[src/rtl/seq_pattern_comp.sv]
// Sliding-window pattern comparator: one-cycle MATCH pulse on each hit plus a saturating hit count.
// Optional macro SPC_MASK_EN adds per-word compare masks (LOAD_MASK port, MASK registers).
module seq_pattern_comp #(
   parameter int unsigned Width = 8,
   parameter int unsigned Depth = 4,
   parameter int unsigned CntW  = 8,
   localparam int unsigned IdxW  = $clog2(Depth),
   localparam int unsigned FillW = $clog2(Depth + 1)
) (
   input  logic             clk_i,
   input  logic             rst_ni,
   input  logic             load_i,
   input  logic [IdxW-1:0]  load_idx_i,
   input  logic [Width-1:0] load_data_i,
`ifdef SPC_MASK_EN
   input  logic [Width-1:0] load_mask_i,
`endif
   input  logic             in_valid_i,
   input  logic [Width-1:0] in_data_i,
   input  logic             flush_i,
   input  logic             clr_cnt_i,
   output logic             match_o,
   output logic             armed_o,
   output logic [CntW-1:0]  match_cnt_o
);

   typedef enum logic [1:0] {StEmpty, StFilling, StArmed} state_e;

   state_e           state_q, state_d;
   logic [Width-1:0] win_q  [Depth];
   logic [Width-1:0] win_d  [Depth];
   logic [Width-1:0] pat_q  [Depth];
   logic [Width-1:0] mask_w [Depth];
   logic [FillW-1:0] fill_q, fill_d;
   logic [CntW-1:0]  cnt_q;
   logic             match_q;
   logic             beat;
   logic             hit;

`ifdef SPC_MASK_EN
   logic [Width-1:0] mask_q [Depth];
   assign mask_w = mask_q;
`else
   always_comb begin
      for (int i = 0; i < Depth; i++) mask_w[i] = '1;
   end
`endif

   // A flush in the same cycle drops the incoming beat.
   assign beat = in_valid_i & ~flush_i;

   always_comb begin
      fill_d = fill_q;
      for (int i = 0; i < Depth; i++) win_d[i] = win_q[i];
      if (beat) begin
         for (int i = 0; i < Depth - 1; i++) win_d[i] = win_q[i + 1];
         win_d[Depth-1] = in_data_i;
         if (fill_q != FillW'(Depth)) fill_d = fill_q + 1'b1;
      end
      // Compare the post-shift window against the pattern as it stood before any same-cycle load.
      hit = beat && (fill_d == FillW'(Depth));
      for (int i = 0; i < Depth; i++) begin
         if (((win_d[i] ^ pat_q[i]) & mask_w[i]) != '0) hit = 1'b0;
      end
      if (flush_i)                          state_d = StEmpty;
      else if (fill_d == FillW'(Depth))     state_d = StArmed;
      else if (fill_d == '0)                state_d = StEmpty;
      else                                  state_d = StFilling;
   end

   always_ff @(posedge clk_i) begin
      if (!rst_ni) begin
         state_q <= StEmpty;
         fill_q  <= '0;
         match_q <= 1'b0;
         cnt_q   <= '0;
         for (int i = 0; i < Depth; i++) begin
            win_q[i] <= '0;
            pat_q[i] <= '0;
`ifdef SPC_MASK_EN
            mask_q[i] <= '1;
`endif
         end
      end else begin
         state_q <= state_d;
         match_q <= hit;
         if (flush_i) begin
            fill_q <= '0;
            for (int i = 0; i < Depth; i++) win_q[i] <= '0;
         end else if (in_valid_i) begin
            fill_q <= fill_d;
            for (int i = 0; i < Depth; i++) win_q[i] <= win_d[i];
         end
         if (clr_cnt_i) begin
            cnt_q <= '0;
         end else if (hit && (cnt_q != '1)) begin
            cnt_q <= cnt_q + 1'b1;
         end
         if (load_i && (32'(load_idx_i) < Depth)) begin
            pat_q[load_idx_i] <= load_data_i;
`ifdef SPC_MASK_EN
            mask_q[load_idx_i] <= load_mask_i;
`endif
         end
      end
   end

   assign match_o     = match_q;
   assign armed_o     = (state_q == StArmed);
   assign match_cnt_o = cnt_q;

endmodule

[config.mk]
export PLATFORM = sky130hd
export DESIGN_NAME = seq_pattern_comp
export DESIGN_NICKNAME = d
export VERILOG_FILES = /design/src/rtl/seq_pattern_comp.sv
export SDC_FILE = /design/constraint.sdc
export NUM_CORES = 1
export LEC_CHECK = 0
export CAP_MARGIN = 0
export CELL_PAD_IN_SITES_DETAIL_PLACEMENT = 0
export CELL_PAD_IN_SITES_GLOBAL_PLACEMENT = 1
export CORE_ASPECT_RATIO = 1.1
export CORE_MARGIN = 1.5
export CORE_UTILIZATION = 51
export DETAILED_ROUTE_END_ITERATION = 16
export DONT_BUFFER_PORTS = 1
export HOLD_SLACK_MARGIN = 0.08
export PLACE_DENSITY = 0.8
export SETUP_SLACK_MARGIN = 0.2
export SLEW_MARGIN = 10
export SYNTH_ARGS = -nofsm -noshare
export SYNTH_HDL_FRONTEND = slang
export SYNTH_SLANG_ARGS = --single-unit
export TNS_END_PERCENT = 50
[constraint.sdc]
create_clock -name clk_i -period 3 [get_ports clk_i]
set_input_delay 0.6 -clock clk_i [delete_from_list [all_inputs] [get_ports clk_i]]
set_output_delay 0.6 -clock clk_i [all_outputs]
set_load 0.1 [all_outputs]
==> flow_summary.json <==
{
  "status": "completed",
  "tns_ns": 0,
  "synth-seq-cells": 77,
  "fin_worst_skew_ns": 0.00887,
  "hp-class": "in -> reg",
  "yosysWarningCount": 0,
  "drtAntennaViolNets": 0,
  "rr_startpoint": "fill_q[0]",
  "async_flop_share": 0,
  "synth_area_um2": 3880,
  "finalPower_uw": 2240,
  "io_pins": 34,
  "cts_tree": "done",
  "drtPass1Iterations": 4,
  "yosysSeqAreaShare": 0.539,
  "p_seq_frac": 0.549,
  "yosysTopAreaCell": "edfxtp_1",
  "grt_pass1_vias": 2661,
  "synth.most_common_cell": "edfxtp_1",
  "initial_core_util": 0.523,
  "crit_fanout": 19,
  "drt-total-wl_um": 8640,
  "drcViolationCount": 0,
  "dp.cells": 438,
  "ys.flop_type": "edfxtp_1",
  "ctsHoldBuffers": 0,
  "htreeDepth": 3,
  "net-switching-power_uw": 510,
  "clk_path_buf_depth": 2,
  "relSlewSlack": 0.382,
  "avgSynthCellArea_um2": 11.2,
  "placed_cell_area_um2": 4060,
  "gp_congestion": 0.859,
  "fin_crit_sh": 0.871,
  "die_y_um": 94.5,
  "cp_slowest_stage_delay_ns": 0.56,
  "worstPathRequired_ns": 3.28,
  "cts.clk_slew.worst_paths_ns": 0.08,
  "min_path_cells": 1,
  "via_per_inst": 5.79,
  "fmax_mhz": 383,
  "antenna_found_initial": 0,
  "crit_arrival_ns": 2.89,
  "fin_area_um2": 4310,
  "final_nets": 393,
  "pwr-share-clk": 0.377,
  "drive_above_1_share": 0.135,
  "die_w_um": 86.2,
  "path_cells": "and2b_4 > mux2i_1 > xnor2_1 > a2111oi_2 > nand4_2 > or4_1 > a21oi_1",
  "r2r-end": "match_cnt_o[1]",
  "endpoint_kind": "flip-flop",
  "clkSinkCount": 77,
  "grt_max_degree": 41,
  "wl_per_cell_um": 18.9,
  "yosys.cell_types.count": 55,
  "synthCells": 346,
  "synth_edf_count": 55,
  "core_um2": 7430,
  "netlist_top_cells_count": "55 x edfxtp_1, 32 x and3_1, 25 x and2_1, 25 x nand2_1, 22 x dfxtp_1",
  "setup_violations": 0,
  "r2r_slack_ns": 0.40,
  "drtIter0Drc": 182,
  "critPathLaunchType": "primary input",
  "holdCritStartpoint": "rst_ni",
  "hpwl_um": 6120,
  "rsz0062_at_grt": "false",
  "cts-buffers-inserted": 9,
  "instances_no_fill": 458,
  "drv_cap": 0,
  "synthTopCellsByArea": "edfxtp_1 43%, dfxtp_1 11%, and3_1 5.2%",
  "p_int_uw": 1730,
  "final-hold-violation-count": 0,
  "root_buffer": "clkbuf_8",
  "n_fill_cell": 632,
  "finalMaxSlewViolations": 0,
  "fin_crit_ns": 2.61,
  "p_per_area_nw_per_um2": 520,
  "worst-setup-path-type": "in -> reg",
  "syn_nets": 373,
  "p_sw_frac": 0.227,
  "grt.total_usage": 0.226,
  "dieArea_um2": 8150,
  "clk_latency_ns": 0.35,
  "syn_to_final_growth_pct": 11.0,
  "reg2reg_depth": 11,
  "vdd_drop_max_v": 0.000350,
  "combPwrFrac": 0.075,
  "holdPathEnd": "match_o",
  "power_leakage_uw": 0.00169,
  "tightest_slew_ns": 0.926,
  "fin_util": 0.580,
  "netlist.area_leader.share": 0.425,
  "antenna_cells": 0,
  "io_buffer_count": 0,
  "grt_pass1_wl_um": 13700,
  "vias": 2651,
  "grt_overflow_total": 0,
  "placementRows": 33,
  "slowest_stage": "or4_1"
}
power groups by stage:
stage / registers (uW) / clock network, uW / logic (uW)
2_1_floorplan: 1240 / 0 / 134
3_3_place_gp: 1250 / 0 / 164
3_5_place_dp: 1250 / 0 / 166
4_1_cts: 1230 / 860 / 168
5_1_grt: 1240 / 894 / 182
6_report: 1230 / 845 / 167
metrics by stage:
step | setup slack [ns] | hold WS, ns
6_report | 0.388 | 0.412
5_1_grt | 0.215 | 0.396
4_1_cts | 0.203 | 0.386
3_5_place_dp | 0.0480 | 0.480
3_3_place_gp | 0.0880 | 0.477
2_1_floorplan | 0.370 | 0.457
worst max-delay path by stage:
stage / startpoint / endpoint / slack [ns] / cells after the start
floorplan: flush_i / match_cnt_o[0] / 0.37 / 9
detailed placement: flush_i / match_cnt_o[6] / 0.05 / 7
finish: flush_i / match_cnt_o[0] / 0.39 / 7
global placement: flush_i / match_cnt_o[0] / 0.09 / 7
CTS: fill_q[0] / match_cnt_o[6] / 0.20 / 9
global route: fill_q[0] / match_cnt_o[1] / 0.21 / 11
registers in the layout, indices dropped and copies added, names as in the netlist:
| signal | count |
|---|---|
| fill_q | 3 |
| match_cnt_o | 8 |
| match_o | 1 |
| pat_q | 32 |
| state_q | 2 |
| win_q | 31 |
cell usage in the layout, fill, tap and decap left out, types with 5 or more instances in the layout:
master     n
xnor2_1   15
inv_1     18
nand2b_1   9
buf_4     22
nor3_1     5
nand2_1   24
dfxtp_1   21
and3_1    32
clkbuf_8   9
nor2_1     8
edfxtp_1  55
xor2_1    11
o31ai_1    6
mux2i_1   16
nand3_1    5
and2_1    25
a21oi_1   19
timing repair:
action | 4_1_cts | 5_1_grt
gates resized for setup | 1 | 3
pin swaps | 0 | 1
setup buffers | 0 | 4
setup endpoints to repair | 4 | 7
cell type report:
| class | count | area [um^2] | share of cell area |
|---|---|---|---|
| inverters | 18 | 67.6 | 0.0157 |
| clock inverters | 4 | 72.6 | 0.0168 |
| flip-flops and latches | 77 | 2090 | 0.486 |
| repair buffers | 24 | 190 | 0.0441 |
| clock buffers | 12 | 135 | 0.0314 |
| well taps | 87 | 109 | 0.0253 |
| multi-input cells | 236 | 1640 | 0.381 |
per-layer routing:
metal / routed length [um] / share of wire / track usage
met1: 3780 / 0.44 / 0.288
met4: 152 / 0.018 / 0.116
met3: 443 / 0.051 / 0.0437
met5: 0 / 0 / 0
met2: 4260 / 0.49 / 0.369
critical path: cells and delay by family:
family	cells	cell delay, ns
mux	1	0.30
xor+xnor	1	0.11
compound gates	2	0.61
simple gates	3	1.26
cell families (layout without fill, tap and decap cells):
| group | Yosys count | after routing | synth area share |
|---|---|---|---|
| AO/OA/AOI/OAI | 56 | 56 | 0.104 |
| XOR/XNOR | 26 | 26 | 0.0586 |
| adder cells (fa/ha/maj) | 3 | 3 | 0.00967 |
| buffers and inverters | 33 | 58 | 0.0425 |
| flip-flops | 77 | 77 | 0.539 |
| multiplexers | 17 | 17 | 0.0441 |
| AND/OR/NAND/NOR | 134 | 134 | 0.203 |
(Power assumes the default switching activity.)
